**config.mk**
```make
export PLATFORM = sky130hd
export DESIGN_NAME = vending_machine_param_flat
export DESIGN_NICKNAME = d
export VERILOG_FILES = /design/src/rtl/vending_machine_param_if.sv /design/src/rtl/vending_machine_param.sv /design/src/flat_wrapper.sv
export SDC_FILE = /design/constraint.sdc
export NUM_CORES = 1
export LEC_CHECK = 0
export ABC_AREA = 1
export CAP_MARGIN = 10
export CORE_AREA = 5 5 57 59
export DETAILED_ROUTE_END_ITERATION = 6
export DIE_AREA = 0 0 62 64
export GPL_TIMING_DRIVEN = 1
export PLACE_DENSITY_LB_ADDON = 0.12
export SLEW_MARGIN = 20
export SYNTH_ARGS = -nofsm -noshare
export SYNTH_HDL_FRONTEND = slang
export SYNTH_SLANG_ARGS = --single-unit
export TNS_END_PERCENT = 1
```
**constraint.sdc**
```tcl
create_clock -name clk -period 3.7 [get_ports clk]
set_input_delay 0.555 -clock clk [delete_from_list [all_inputs] [get_ports clk]]
set_output_delay 0.555 -clock clk [all_outputs]
set_load 0.005 [all_outputs]
```
**src/rtl/vending_machine_param_if.sv**
```systemverilog
// ----------------------------------------------------------------------------
// vending_machine_param_if
//   Bundles the user-facing signals of the ticket vending controller.
//   master : customer/panel side (drives coin, cancel, restock)
//   slave  : controller side (drives ticket, change, change_valid, credit,
//            sold_out, coin_reject)
// Parameters
//   CREDIT_W : width of the credit and change buses
// ----------------------------------------------------------------------------
interface vending_machine_param_if #(
    parameter int CREDIT_W = 8
);
    logic [1:0]          coin;
    logic                cancel;
    logic                restock;
    logic                ticket;
    logic [CREDIT_W-1:0] change;
    logic                change_valid;
    logic [CREDIT_W-1:0] credit;
    logic                sold_out;
    logic                coin_reject;

    modport master (
        output coin, cancel, restock,
        input  ticket, change, change_valid, credit, sold_out, coin_reject
    );

    modport slave (
        input  coin, cancel, restock,
        output ticket, change, change_valid, credit, sold_out, coin_reject
    );
endinterface

```
**src/rtl/vending_machine_param.sv**
```systemverilog
// ----------------------------------------------------------------------------
// vending_machine_param
//   Parametrised ticket vending controller. Accepts three coin denominations,
//   sells one ticket at PRICE, pays out change, supports cancel/refund, and
//   tracks stock with a sold-out lockout that is cleared by restock.
// Ports
//   clk  : clock, rising edge
//   rst  : synchronous reset, active high
//   bus  : vending_machine_param_if.slave
//            coin[1:0]    in  00 none, 01 COIN_A, 10 COIN_B, 11 COIN_C
//            cancel       in  refund current credit
//            restock      in  reload stock to STOCK
//            ticket       out one-cycle pulse, ticket dispensed
//            change       out change amount, 0 unless change_valid
//            change_valid out one-cycle pulse, pay out change
//            credit       out accumulated credit (registered)
//            sold_out     out stock is zero (registered)
//            coin_reject  out combinational, coin presented but not accepted
// ----------------------------------------------------------------------------
module vending_machine_param #(
    parameter int PRICE    = 15,
    parameter int COIN_A   = 5,
    parameter int COIN_B   = 10,
    parameter int COIN_C   = 25,
    parameter int CREDIT_W = 8,
    parameter int STOCK    = 8,
    parameter int STOCK_W  = 4
) (
    input logic                     clk,
    input logic                     rst,
    vending_machine_param_if.slave  bus
);

    localparam logic [2:0] IDLE    = 3'd0;
    localparam logic [2:0] COLLECT = 3'd1;
    localparam logic [2:0] VEND    = 3'd2;
    localparam logic [2:0] REFUND  = 3'd3;
    localparam logic [2:0] SOLDOUT = 3'd4;

    localparam int MAX_AB   = (COIN_A > COIN_B) ? COIN_A : COIN_B;
    localparam int MAX_COIN = (MAX_AB > COIN_C) ? MAX_AB : COIN_C;

    // The largest credit ever held is one coin short of the price plus the
    // biggest coin; the credit register must hold it without wrapping.
    if (PRICE <= 0) begin : g_bad_price
        $error("PRICE must be greater than zero");
    end
    if (PRICE - 1 + MAX_COIN > (1 << CREDIT_W) - 1) begin : g_bad_credit_w
        $error("CREDIT_W too narrow for PRICE-1+max coin value");
    end
    if (STOCK <= 0 || STOCK > (1 << STOCK_W) - 1) begin : g_bad_stock
        $error("STOCK must be >0 and fit in STOCK_W bits");
    end

    localparam logic [CREDIT_W-1:0] PRICE_V  = CREDIT_W'(PRICE);
    localparam logic [CREDIT_W-1:0] COIN_A_V = CREDIT_W'(COIN_A);
    localparam logic [CREDIT_W-1:0] COIN_B_V = CREDIT_W'(COIN_B);
    localparam logic [CREDIT_W-1:0] COIN_C_V = CREDIT_W'(COIN_C);
    localparam logic [STOCK_W-1:0]  STOCK_V  = STOCK_W'(STOCK);

    logic [2:0]          state, state_d;
    logic [CREDIT_W-1:0] credit, credit_d;
    logic [STOCK_W-1:0]  stock, stock_d;
    logic                sold_out;
    logic                accept;
    logic [CREDIT_W-1:0] coin_val;
    logic [CREDIT_W-1:0] sum;
    logic [CREDIT_W-1:0] change_amt;

    always_comb begin
        unique case (bus.coin)
            2'b01:   coin_val = COIN_A_V;
            2'b10:   coin_val = COIN_B_V;
            2'b11:   coin_val = COIN_C_V;
            default: coin_val = '0;
        endcase
    end

    // Credit is zero in IDLE, so one adder covers both IDLE and COLLECT.
    assign sum = credit + coin_val;

    // NOTE: every signal gets a default before the case so no path leaves it
    // unassigned; otherwise synthesis infers a latch.
    always_comb begin
        state_d  = state;
        credit_d = credit;
        stock_d  = stock;
        accept   = 1'b0;
        unique case (state)
            IDLE: begin
                if (bus.coin != 2'b00) begin
                    accept   = 1'b1;
                    credit_d = sum;
                    state_d  = (sum >= PRICE_V) ? VEND : COLLECT;
                end
                if (bus.restock) stock_d = STOCK_V;
            end
            COLLECT: begin
                // Cancel has priority; a coin in the same cycle is rejected.
                if (bus.cancel) begin
                    state_d = REFUND;
                end else if (bus.coin != 2'b00) begin
                    accept   = 1'b1;
                    credit_d = sum;
                    if (sum >= PRICE_V) state_d = VEND;
                end
            end
            VEND: begin
                credit_d = '0;
                stock_d  = stock - 1'b1;
                state_d  = (stock_d == '0) ? SOLDOUT : IDLE;
            end
            REFUND: begin
                credit_d = '0;
                state_d  = IDLE;
            end
            SOLDOUT: begin
                if (bus.restock) begin
                    stock_d = STOCK_V;
                    state_d = IDLE;
                end
            end
            default: begin
                credit_d = '0;
                state_d  = IDLE;
            end
        endcase
    end

    // NOTE: state registers use non-blocking assignments so every flop
    // samples values from before the edge, independent of statement order.
    always_ff @(posedge clk) begin
        if (rst) begin
            state    <= IDLE;
            credit   <= '0;
            stock    <= STOCK_V;
            sold_out <= 1'b0;
        end else begin
            state    <= state_d;
            credit   <= credit_d;
            stock    <= stock_d;
            sold_out <= (stock_d == '0);
        end
    end

    // Moore outputs decoded from the registered state and credit.
    always_comb begin
        change_amt = '0;
        if (state == VEND)        change_amt = credit - PRICE_V;
        else if (state == REFUND) change_amt = credit;
    end

    assign bus.ticket       = (state == VEND);
    assign bus.change       = change_amt;
    assign bus.change_valid = ((state == VEND) && (change_amt != '0)) || (state == REFUND);
    assign bus.credit       = credit;
    assign bus.sold_out     = sold_out;
    assign bus.coin_reject  = (bus.coin != 2'b00) && !accept;

endmodule
```
**src/flat_wrapper.sv**
```systemverilog
// flat-port wrapper written by rule: the top's interface ports become plain ports
module vending_machine_param_flat 
#(
    parameter int PRICE    = 15,
    parameter int COIN_A   = 5,
    parameter int COIN_B   = 10,
    parameter int COIN_C   = 25,
    parameter int CREDIT_W = 8,
    parameter int STOCK    = 8,
    parameter int STOCK_W  = 4
)
  (clk, rst, bus_coin, bus_cancel, bus_restock, bus_ticket, bus_change, bus_change_valid, bus_credit, bus_sold_out, bus_coin_reject);
  vending_machine_param_if #(.CREDIT_W(CREDIT_W)) bus_i ();
  input logic clk;
  input logic rst;
  input wire logic [$bits(bus_i.coin)-1:0] bus_coin;
  input wire logic [$bits(bus_i.cancel)-1:0] bus_cancel;
  input wire logic [$bits(bus_i.restock)-1:0] bus_restock;
  output wire logic [$bits(bus_i.ticket)-1:0] bus_ticket;
  output wire logic [$bits(bus_i.change)-1:0] bus_change;
  output wire logic [$bits(bus_i.change_valid)-1:0] bus_change_valid;
  output wire logic [$bits(bus_i.credit)-1:0] bus_credit;
  output wire logic [$bits(bus_i.sold_out)-1:0] bus_sold_out;
  output wire logic [$bits(bus_i.coin_reject)-1:0] bus_coin_reject;
  assign bus_i.coin = bus_coin;
  assign bus_i.cancel = bus_cancel;
  assign bus_i.restock = bus_restock;
  assign bus_ticket = bus_i.ticket;
  assign bus_change = bus_i.change;
  assign bus_change_valid = bus_i.change_valid;
  assign bus_credit = bus_i.credit;
  assign bus_sold_out = bus_i.sold_out;
  assign bus_coin_reject = bus_i.coin_reject;
  vending_machine_param #(.PRICE(PRICE), .COIN_A(COIN_A), .COIN_B(COIN_B), .COIN_C(COIN_C), .CREDIT_W(CREDIT_W), .STOCK(STOCK), .STOCK_W(STOCK_W)) u_core (.clk(clk), .rst(rst), .bus(bus_i));
endmodule
```
==> results of run 1 <==
power by group through the flow:
stage	combinational [mW]	sequential (mW)	clock, mW
3_5_place_dp	0.789	0.291	0
3_3_place_gp	0.782	0.293	0
2_1_floorplan	0.547	0.273	0
6_report	0.794	0.287	0.123
5_1_grt	0.904	0.294	0.133
4_1_cts	0.795	0.287	0.127
worst max-delay path: cells and delay by family (launching register included):
| family | cells | cell delay [ps] |
|---|---|---|
| AOI/OAI and AO/OA | 2 | 330 |
| adders and majority gates | 1 | 260 |
| buffers and inverters | 1 | 530 |
| DFF | 1 | 500 |
| and+or+nand+nor | 6 | 460 |
metal layers:
metal	GRT usage	share of wire	wire, um	vias to the layer above
li1	-	-	-	787
met1	0.283	0.52	1800	650
met2	0.262	0.42	1440	37
met3	0.0443	0.056	195	7
met4	0.0424	0.010	36	0
met5	0	0	0	-
cell type report:
cell class | count | area, um2 | area share
Clock buffer | 4 | 36.3 | 0.0211
Inverter | 40 | 150 | 0.0872
Multi-Input combinational cell | 169 | 926 | 0.538
Sequential cell | 16 | 320 | 0.186
Tap cell | 31 | 38.8 | 0.0225
Timing Repair Buffer | 25 | 250 | 0.145
logic make-up (layout without fill, tap and decap cells):
group,count (synthesis),in the layout
flip-flops,16,16
XOR/XNOR,3,3
adder cells (fa/ha/maj),9,9
buffers and inverters,43,69
AO/OA/AOI/OAI,28,28
AND/OR/NAND/NOR,129,129
registers in the layout (all words and copies together) (netlist names):
| register | flops |
|---|---|
| u_core.bus.sold_out | 1 |
| u_core.bus.credit | 8 |
| u_core.state | 3 |
| u_core.stock | 4 |
placed cells by master (no fill, tap or decap), types with 4 or more instances in the layout:
| master | netlist | layout |
|---|---|---|
| nand2_2 | 4 | 4 |
| clkdlybuf4s50_1 | 0 | 25 |
| nand4_1 | 6 | 6 |
| a21oi_1 | 13 | 13 |
| ha_1 | 8 | 8 |
| dfxtp_1 | 16 | 16 |
| inv_1 | 37 | 37 |
| a21oi_2 | 4 | 4 |
| nand3_1 | 20 | 20 |
| nand3_2 | 5 | 5 |
| nand2_1 | 65 | 65 |
| nor2_1 | 18 | 18 |
path summary, 6_finish.rpt:
path	startpoint	slack, ps	depth (start not counted)	to
min reg2reg	u_core.bus.credit[7]	550	2	u_core.bus.credit[7]
max	u_core.bus.credit[0]	770	10	bus_change_valid
max reg2reg	u_core.bus.credit[0]	1300	15	u_core.state[0]
min	u_core.bus.credit[7]	550	2	u_core.bus.credit[7]
per-stage QoR:
step                utilization  power (mW)  std cells
global placement          0.633        1.08        281
CTS                       0.647        1.21        285
global route              0.647        1.33        285
detailed placement        0.633        1.08        281
finish                    0.647        1.20        285
floorplan                     -       0.820        228
==> metrics.md, run 1 <==
| Metric | Value |
|---|---|
| Status | `finished clean` |
| Count of H-tree levels built during CTS | `1` |
| Routed wire per std cell | `~12 um` |
| Cell area after technology mapping | `around 0.0014 mm2` |
| Violation count after the first detailed-route iteration | `67` |
| Area growth syn-to-layout | `22.0%` |
| Final RePlAce weighted congestion | `0.847` |
| Maximum resistive drop on vdd | `0.549 mV` |
| Net switching power | `between 0.5 and 0.6 mW` |
| Count of distinct cell types in the synthesized netlist | `30` |
| Number of warning messages in the yosys log | `0` |
| Multiplexer share of the synthesized area | `0` |
| CP endpoint kind | `output port` |
| Starting density of the core | `0.530` |
| CTS Hold Buffers Added | `0` |
| Synth Area in Compound Gates | `0.124` |
| Data required time of the critical path | `around 3100 ps` |
| P per Cell Area | `around 700 mW/mm2` |
| Area share of and/or/nand/nor cells after synthesis | `0.428` |
| Count of vias placed by the detailed router | `around 1500` |
| Number of vias per cell | `approximately 5.2` |
| Post-Synth XOR/XNOR Area | `0.0186` |
| Die area | `around 0.0040 mm2` |
| Clock power share | `0.102` |
| Area of the core | `between 0.002 and 0.003 mm2` |
| Number of pins with negative max-slew slack in the final report | `0` |
| Resized cells post-CTS | `0` |
| Placed wire-length estimate after detailed placement | `approximately 2.8 mm` |
| Maximum number of pins on one net before global-route repair | `16` |
| Worst-skew pair later-pin latency | `300 ps` |
| Finish-stage setup viols | `0` |
| Switching Share | `0.480` |
| Critical path's most frequent cell | `nand2_1` |
| Final antenna-violating net count | `0` |
| Initial antenna violation count | `0` |
| Most numerous cell in the Yosys netlist | `nand2_1` |
| Cell Area, Placed | `0.00169 mm2` |
| Crit start category | `flop` |
| Routed WL | `between 3 and 4 mm` |
| Pre-Repair DR Iteration Count | `4` |
| Arrival time worst endpoint | `2370 ps` |
| Setup repair after global routing missed its margin | `no` |
| Clock edge transition at the registers on the reported setup and hold paths | `110 ps` |
| Post-synth top flop | `dfxtp_1` |
| Post-CTS setup buffers | `0` |
| Remaining global-route overflow | `0` |
| Fmax | `341 MHz` |
| Synth top area cells | `dfxtp_1 (23%), nand2_1 (17%), inv_1 (9.8%)` |
| Number of global-route vias before repair | `approximately 1300` |
| Actual transition at the worst max-transition pin | `611 ps` |
| Largest clock skew in the final design | `just over 6 ps` |
| Library cell with the largest summed area after synthesis | `dfxtp_1` |
| Standard-cell row count | `19` |
| First-pass GRT wire length | `just under 6 mm` |
| Share of synthesized registers carrying an async set or reset | `0` |
| Horizontal die dimension | `a little over 60 um` |
| Vert. Die Dim | `64 um` |
| Count of flip-flops with a built-in enable after synthesis | `0` |
| Clock buffer depth | `2` |
| Reg power frac | `0.238` |
| Kind of critical path | `flop to output port` |
| Combinational family with the most area after synthesis | `simple AND/OR/NAND/NOR gates` |
| Path class of the lowest-slack min-delay path | `flop to flop` |
| Pre-CTS setup slack | `approximately 730 ps` |
| Nets in the synthesized netlist | `243` |
| DRC violation count after routing | `0` |
| Setup ws final | `771 ps` |
| Leakage power summed over all cells | `slightly above 0.8 nW` |
| TritonCTS clock tree | `done` |
| Antenna cells | `0` |
| Number of instances in the synthesized netlist | `roughly 230` |
| Share of synthesized cell area in full adder, half adder and majority cells | `0.0851` |
| Ratio of cells with drive above 1 in the final layout | `0.110` |
| Maximum fanout encountered on the critical timing path | `8` |
| Number of CTS-inserted buffers | `3` |
| Final sum of negative setup slack | `0 ps` |
| Global router's overall resource usage | `0.186` |
| Final hold vios | `0` |
| Count of maximum capacitance violations | `0` |
| Slowest stage cell on the critical path | `clkdlybuf4s50_1` |
| Cell internal pwr | `about 0.63 mW` |
| Tmin final | `slightly below 3000 ps` |
| Final nets | `between 200 and 300` |
| Logic gate share of total power | `0.660` |
| Sinks on Clock Net | `16` |
| IO Count | `26` |
| Share of the synthesized area in the top cell type | `0.227` |
| Worst-path cell chain | `ha_1 > nand3_1 > nand2_1 > nand2_1 > a21oi_1 > nor3_1 > nand2_1 > nor2_1 > a31oi_1 > clkdlybuf4s50_1` |
| Min Hold Slack | `approximately 550 ps` |
| Register area share after synthesis | `0.227` |
| Number of buffers added on ports | `25` |
| Relative slew margins | `0.591` |
| Final instance area | `roughly 0.0017 mm2` |
| Clock Root Buffer | `clkbuf_4` |
| Seq cells post-synth | `16` |
| Final critical-path share of the clock period | `0.792` |
| Synthesized area divided by synthesized cell count | `just over 6 um2` |
| Filler cell count in the final layout | `about 260` |
| Top cell types by occurrence after synthesis | `nand2_1 (65), inv_1 (37), nand3_1 (20)` |
| Crit path largest cell delay | `around 530 ps` |
(Power assumes the default switching activity.)
==> run 2: changes to the inputs <==
CORE_AREA = 5 5 61 63   (was 5 5 57 59)
DIE_AREA = 0 0 66 68   (was 0 0 62 64)
clock period = 2.5 ns   (was 3.7 ns; I/O delays follow)
==> run 2 against run 1 <==
Compared with the run above: combinational power up 73%; sequential power up 46%; count of clock-buffer cells in the layout unchanged; critical path depth down 2; power up 63%; largest power group unchanged; highest routed layer unchanged.
==> metrics.md, run 2 (synthesis gave the netlist of run 1 again) <==
| Metric | Value |
|---|---|
| Placed wire-length estimate after detailed placement | `between 2 and 3 mm` |
| Commonest cells after routing, fill and taps aside | `nand2_1 (64), inv_1 (37), buf_4 (23)` |
| Vert. Die Dim | `around 68 um` |
| Standard-cell row count | `21` |
| Clock buffer depth | `2` |
| Violation count after the first detailed-route iteration | `59` |
| Register with the highest flop count | `u_core.bus.credit` |
| Detailed route wirelength on metal3 | `between 100 and 150 um` |
| Setup repair after global routing missed its margin | `no` |
| Crit start category | `flop` |
| Die area | `between 0.004 and 0.005 mm2` |
| Hold Crit Endpoint | `u_core.bus.credit[0]` |
| TritonCTS clock tree | `done` |
| Data required time of the critical path | `between 2000 and 2500 ps` |
| Antenna cells | `0` |
| Largest clock skew in the final design | `~3.8 ps` |
| Cells on worst reg2reg path | `14` |
| Routed wire per std cell | `between 10 and 15 um` |
| Slowest stage cell on the critical path | `clkdlybuf4s50_1` |
| Count of H-tree levels built during CTS | `1` |
| Hold Crit Depth | `2` |
| Number of CTS-inserted buffers | `3` |
| Starting density of the core | `0.444` |
| Ratio of cells with drive above 1 in the final layout | `0.235` |
| Final sum of negative setup slack | `0 ps` |
| Maximum fanout encountered on the critical timing path | `6` |
| Finish-stage setup viols | `0` |
| Count of vias placed by the detailed router | `1543` |
| Clock edge transition at the registers on the reported setup and hold paths | `approximately 110 ps` |
| Final RePlAce weighted congestion | `between 0.8 and 0.9` |
| Critical register-to-register path startpoint | `u_core.bus.credit[1]` |
| Maximum number of pins on one net before global-route repair | `11` |
| Final hold vios | `0` |
| Area growth syn-to-layout | `39.6%` |
| Actual transition at the worst max-transition pin | `335 ps` |
| Routed WL | `between 3 and 4 mm` |
| Relative slew margins | `0.776` |
| Remaining global-route overflow | `0` |
| Final antenna-violating net count | `0` |
| Worst-skew pair later-pin latency | `roughly 290 ps` |
| Initial antenna violation count | `0` |
| Sinks on Clock Net | `16` |
| Post-route met1 wirelength | `roughly 1.9 mm` |
| Hold Startpoint | `u_core.bus.credit[0]` |
| Most common cell after layout, fill and taps aside | `nand2_1` |
| Area of the core | `~0.0032 mm2` |
| WL met2 | `1.57 mm` |
| Highest layer used for signal routing | `met4` |
| Crit path largest cell delay | `between 500 and 600 ps` |
| Arrival time worst endpoint | `between 1500 and 2000 ps` |
| IO Count | `26` |
| Count of maximum capacitance violations | `0` |
| Final critical-path share of the clock period | `0.947` |
| Cell Area, Placed | `between 0.0015 and 0.002 mm2` |
| Largest registers | `u_core.bus.credit (8), u_core.stock (4), u_core.state (3)` |
| Utilization of the core after routing | `0.620` |
| DRC violation count after routing | `0` |
| CTS Hold Buffers Added | `0` |
| Largest register FFs | `8` |
| Filler cell count in the final layout | `around 300` |
| Global router's overall resource usage | `0.179` |
| Final instance area | `around 0.0020 mm2` |
| Clock Root Buffer | `clkbuf_4` |
| Number of pins with negative max-slew slack in the final report | `0` |
| Number of global-route vias before repair | `~1400` |
| Number of buffers added on ports | `25` |
| Kind of critical path | `flop to output port` |
| Leakage power summed over all cells | `0.991 nW` |
| Final nets | `293` |
| FF-to-FF setup slack | `~430 ps` |
| End of the worst register-to-register path | `u_core.state[0]` |
| Path class of the lowest-slack min-delay path | `flop to flop` |
| Maximum resistive drop on vdd | `around 0.38 mV` |
| Status | `finished clean` |
| Tmin final | `2370 ps` |
| Worst-path cell chain | `buf_4 > nand4_1 > nand3_1 > nor3_2 > xor2_1 > inv_1 > nor2_1 > clkdlybuf4s50_1` |
| P per Cell Area | `998 mW/mm2` |
| Fmax | `between 400 and 500 MHz` |
| Pre-Repair DR Iteration Count | `6` |
| CP endpoint kind | `output port` |
| Number of vias per cell | `~4.8` |
| First-pass GRT wire length | `6.31 mm` |
| Horizontal die dimension | `between 60 and 70 um` |
==> run 2: changes by cell type in the layout (fill, tap and decap cells not counted), moves of 2 or more <==
cell and change:
o21ai_2 +2, clkdlybuf4s50_1 -3, o21ai_1 -2, nor3_2 +2, nor3_1 -2, dfxtp_2 +4
buf_4 +23, dfxtp_1 -5, dlymetal6s2s_1 +3
==> run 2: worst max-delay path, delay by kind of cell (launching register included) <==
family	cells	cell delay, ps
flops	1	330
xor+xnor	1	170
simple gates	4	480
buf+inv	3	730
==> run 2: through the flow <==
stage | cells | hold WS [ps] | setup slack [ps] | power [mW]
5_1_grt | 323 | 533 | 14.2 | 2.15
3_5_place_dp | 316 | 519 | -72.5 | 1.72
3_3_place_gp | 316 | 518 | -13.4 | 1.71
6_report | 323 | 525 | 133 | 1.97
4_1_cts | 322 | 503 | 14.8 | 1.96
2_1_floorplan | 228 | 444 | 475 | 1.21
==> run 2: cell type report <==
| class | instances | area, um2 | area share |
|---|---|---|---|
| Clock buffer | 4 | 36.3 | 0.0184 |
| Inverter | 40 | 153 | 0.0775 |
| Multi-Input combinational cell | 169 | 965 | 0.490 |
| Sequential cell | 16 | 329 | 0.167 |
| Tap cell | 46 | 57.6 | 0.0292 |
| Timing Repair Buffer | 48 | 430 | 0.218 |
==> run 2: repair_timing <==
item / in CTS / in global routing
pin swaps: 1 / 3
resized for setup: 12 / 8
setup buffers: 2 / 1
setup endpoints to repair: 1 / 4
==> run 2: layer usage <==
layer	track usage	up-vias
li1	-	830
met1	0.255	684
met2	0.288	25
met3	0.0197	4
met4	0.0457	0
met5	0	-
==> run 2: worst max path at each step <==
stage	to	slack, ps	start	cells after the start
final	bus_change[7]	130	u_core.bus.credit[1]	8
after global routing	u_core.state[0]	10	bus_coin[1]	16
after CTS	bus_change_valid	10	u_core.bus.credit[1]	8
after detailed placement	u_core.state[0]	-70	bus_coin[0]	15
after global placement	u_core.state[0]	-10	bus_coin[0]	16
after floorplan	u_core.state[0]	480	u_core.bus.credit[0]	15
==> run 2: report_power, final <==
| part | internal, mW | leakage, nW | switching, mW |
|---|---|---|---|
| clock network | 0.0887 | 0.0210 | 0.0914 |
| registers | 0.337 | 0.133 | 0.0815 |
| logic | 0.632 | 0.837 | 0.736 |
| total | 1.06 | 0.991 | 0.909 |
==> variant 1 (flow settings as in run 2) <==
`CREDIT_W` is set to 8 in 3 places; all go to 6.
--- a/src/rtl/vending_machine_param_if.sv
+++ b/src/rtl/vending_machine_param_if.sv
@@ -8,7 +8,7 @@
 //   CREDIT_W : width of the credit and change buses
 // ----------------------------------------------------------------------------
 interface vending_machine_param_if #(
-    parameter int CREDIT_W = 8
+    parameter int CREDIT_W = 6
 );
     logic [1:0]          coin;
     logic                cancel;
--- a/src/rtl/vending_machine_param.sv
+++ b/src/rtl/vending_machine_param.sv
@@ -22,7 +22,7 @@
     parameter int COIN_A   = 5,
     parameter int COIN_B   = 10,
     parameter int COIN_C   = 25,
-    parameter int CREDIT_W = 8,
+    parameter int CREDIT_W = 6,
     parameter int STOCK    = 8,
     parameter int STOCK_W  = 4
 ) (
--- a/src/flat_wrapper.sv
+++ b/src/flat_wrapper.sv
@@ -5,7 +5,7 @@
     parameter int COIN_A   = 5,
     parameter int COIN_B   = 10,
     parameter int COIN_C   = 25,
-    parameter int CREDIT_W = 8,
+    parameter int CREDIT_W = 6,
     parameter int STOCK    = 8,
     parameter int STOCK_W  = 4
 )
Ports: changed (resized bus_change and bus_credit); port bits go from 26 to 22. No check against the original RTL was run, so the function may have changed too.
==> variant 1 against run 2 <==
Sequential cell count is 2 lower; register-to-register slack better by 0.02 ns; wire length shrank 22%; global-route usage down 4.6 points; critical path depth decreased by 3; total power fell by 21%; synthesized area is 19% lower; worst setup slack gained 0.15 ns; cell area decreased by 24%.
==> variant 1: results (changes against run 2) <==
{| class="wikitable"
! Metric !! Value
|-
| Nonclk inv count || 32 (-20%)
|-
| Fraction of final layout cells with drive strength greater than 1 || 11.00% (-12 points)
|-
| Total power divided by cell area || 1035 mW/mm^2 (+3.7%)
|-
| Proportion of synthesized chip area in sequential cells || 24.45% (+1.8 points)
|-
| Arithmetic-cell share of the synthesized area counting full adders, half adders and majority gates || 10.48% (+2.0 points)
|-
| Origin of the worst min-delay path || u_core.bus.credit[5]
|-
| Final #Nets || 226 (-23%)
|-
| Area contributors post-synth || dfxtp_1 (24%), nand2_1 (15%), inv_1 (9.8%)
|-
| Compound-Gate Fraction of Synth Area || 13.65% (+1.2 points)
|-
| Clkbuf count || 3 (-1)
|-
| Net count after synthesis || 196 (-19%)
|-
| Combinational logic power || 1.04 mW (-24%)
|-
| Crit-path max FO || 9 (+3)
|-
| Clock-pin transition on the worst setup and hold timing paths || 0.08 ns (-0.03 ns)
|-
| Switch share || 46.07% (-0.14 points)
|-
| Overall Global Routing Usage || 13.25% (-4.6 points)
|-
| Result of the run || finished clean
|-
| Seq cells || 14 (-2)
|-
| Count of unique library cells instantiated by Yosys || 27 (-10%)
|-
| Filler Cell Count || 338 (+12%)
|-
| Largest registers || u_core.bus.credit x6, u_core.stock x4, u_core.state x3
|-
| Maximum number of pins on one net before global-route repair || 14 (+3)
|-
| Headroom to the max-slew limit || 66.96% (-11 points)
|-
| Xor and xnor area share after synthesis || 0.7642% (-1.1 points)
|-
| Via count of the first global-routing pass || 1111 (-21%)
|-
| Area share of the leading cell type in the synthesized netlist || 24.45% (+1.8 points)
|-
| Arrival time of the worst setup path || 1.85 ns (-0.14 ns)
|-
| First-pass iteration count of the detailed router || 4 (-2)
|-
| Port buffer count || 21 (-16%)
|-
| Data buffer area share || 18.08% (-3.8 points)
|-
| Largest voltage drop on the vdd net || 0.0005371 V (+40%)
|-
| Beginning of the critical path || u_core.bus.credit[2]
|}
## variant 1: cell count changes in the layout (fill, tap and decap cells not counted), sizes merged, moves of 5 or more
| cell | before | now |
|---|---|---|
| buf | 23 | 6 |
| inv | 40 | 32 |
| nand2 | 71 | 49 |
| nand3 | 25 | 20 |
| nor2 | 22 | 17 |
## variant 1: final timing paths
path / depth (start not counted) / endpoint / slack (ns)
min reg2reg: 2 / u_core.bus.credit[5] / 0.50
max reg2reg: 16 / u_core.state[0] / 0.45
max: 5 / bus_change[5] / 0.28
min: 2 / u_core.bus.credit[5] / 0.50
## variant 1: per-stage QoR
step	cell area [sq um]	std cells	util (%)	hold slack, ns	setup WS [ns]
after floorplan	1146	181	-	0.4441	0.5849
after global placement	1444	251	45.42	0.4858	0.06612
after detailed placement	1444	251	45.42	0.4899	0.03230
after CTS	1488	255	46.79	0.5053	0.008479
after global routing	1495	255	47.03	0.5535	0.08389
final	1495	255	47.03	0.4994	0.2776
## variant 1: repair_timing
item	in CTS	in global routing
setup endpoints to repair	1	1
pin swaps	1	0
resized for setup	1	3
buffers inserted	1	0
## variant 1: cell families (layout without fill, tap and decap cells)
group / count (synthesis) / count (layout)
and+or+nand+nor: 96 / 96
buffers and inverters: 34 / 62
AOI/OAI and AO/OA: 27 / 27
DFF: 14 / 14
adders and majority gates: 9 / 9
xor gates and xnor gates: 1 / 1
## variant 1: worst max-delay path, stage by stage, from the launching register on
cell and delay, ns:
dfxtp_1 0.52, nand4_1 0.16, nand2_1 0.13, a21oi_1 0.07, o22ai_1 0.15, clkdlybuf4s50_1 0.53
## variant 1: layer usage
layer  track usage (%)  wire length, um  share of wire [%]  up-vias
met2             24.03             1303                 46       27
met1             16.07             1359                 48      532
met5                 0                0                  0        -
li1                  -                -                  -      639
met3             3.284              141                5.0        2
met4             2.284               11               0.39        0
==> variant 2 (flow settings as in run 2) <==
Without the edit above. Reset style: asynchronous (`rst`), changed in one clocked block. Comments in the files are not updated.
--- a/src/rtl/vending_machine_param.sv
+++ b/src/rtl/vending_machine_param.sv
@@ -129,7 +129,7 @@
 
     // NOTE: state registers use non-blocking assignments so every flop
     // samples values from before the edge, independent of statement order.
-    always_ff @(posedge clk) begin
+    always_ff @(posedge clk or posedge rst) begin
         if (rst) begin
             state    <= IDLE;
             credit   <= '0;
Check against the original RTL: differs if rst is asserted again (counterexample within 4 cycles, from zero or initial values and one cycle with rst high); with rst held inactive, the same outputs for 10 cycles.
==> variant 2 against run 2 <==
Wire length increased by 3.5%; synthesized area increased by 0.71%; worst setup slack got worse by 0.025 ns; register-to-register slack got worse by 0.09 ns; sequential cell count unchanged; cell area decreased by 1.3%; total power increased by 13%; combinational power increased by 14%; sequential share of layout area increased by 4.3 points; highest routed layer unchanged.
==> variant 2: results (changes against run 2) <==
{| class="wikitable"
! Metric !! Value
|-
| Result of the run || finished clean
|-
| Final weighted congestion in routability-driven placement || 0.8540 (+5.4%)
|-
| Met2 routed wirelength || 1.639 mm (+4.4%)
|-
| Worst clock skew || 0.004543 ns (+0.0007223 ns)
|-
| Post-CTS sizing || 9 (-3)
|-
| Avg Vias per Cell || 4.831 (+1.1%)
|-
| Type of the worst min-delay path || in2async
|-
| Largest voltage drop on the vdd net || 0.0006737 V (+76%)
|-
| Net count after synthesis || 242 (-0.41%)
|-
| Cell count after synthesis || 227 (-0.44%)
|-
| Final #Nets || 284 (-3.1%)
|-
| Overall Global Routing Usage || 18.70% (+0.80 points)
|-
| WL met1 || 1.914 mm (+0.74%)
|-
| Met3 Routed Length || 158 um (+19%)
|-
| Most frequent cells after synthesis || nand2_1 (64), inv_1 (40), nor2_1 (31)
|-
| Asr flop ratio synth || 100.0% (+100 points)
|-
| Proportion of synthesized chip area in sequential cells || 28.26% (+5.6 points)
|-
| Fraction of final layout cells with drive strength greater than 1 || 18.28% (-5.2 points)
|-
| Global-route wire length before repair || 6.541 mm (+3.6%)
|-
| Worst Setup Slack post-DPL || -0.1386 ns (-0.06610 ns)
|-
| Number of DRC markers after the initial detailed-route iteration || 73 (+24%)
|-
| Filler Cell Count || 312 (+3.3%)
|-
| Xor and xnor area share after synthesis || 1.232% (-0.63 points)
|-
| Via count of the first global-routing pass || 1460 (+3.3%)
|-
| Total power divided by cell area || 1145 mW/mm^2 (+15%)
|-
| Arithmetic-cell share of the synthesized area counting full adders, half adders and majority gates || 8.451% (-0.060 points)
|-
| WL/cell || 11.96 um (+6.5%)
|-
| Area contributors post-synth || dfrtp_1 (26%), nand2_1 (17%), inv_1 (11%)
|-
| Compound-Gate Fraction of Synth Area || 10.56% (-1.8 points)
|-
| First-pass iteration count of the detailed router || 4 (-2)
|-
| Total via count in the routed design || 1517 (-1.7%)
|-
| Leakage power summed over all cells || 1.006 nW (+1.5%)
|}
-- variant 2: path summary, 6_finish.rpt --
kind / slack, ns / start / cells after the start / end
max: 0.11 / bus_coin[1] / 9 / bus_coin_reject
min: 0.46 / rst / 2 / u_core.state[2]
max reg2reg: 0.34 / u_core.bus.credit[0] / 14 / u_core.state[0]
min reg2reg: 0.56 / u_core.stock[1] / 2 / u_core.stock[1]
max in group asynchronous: 1.58 / rst / 2 / u_core.bus.credit[2]
min in group clk: 0.56 / u_core.stock[1] / 2 / u_core.stock[1]
-- variant 2: power by group --
| part | switching [mW] | internal [mW] | total (mW) |
|---|---|---|---|
| combinational | 0.823 | 0.741 | 1.56 |
| clock | 0.0888 | 0.0888 | 0.178 |
| sequential | 0.124 | 0.363 | 0.487 |
-- variant 2: area by class of cell --
cell class | count | share of cell area, %
Multi-Input combinational cell | 166 | 46.82
Sequential cell | 16 | 20.96
Timing Repair Buffer | 41 | 19.49
Inverter | 41 | 7.910
Tap cell | 46 | 2.958
Clock buffer | 4 | 1.865
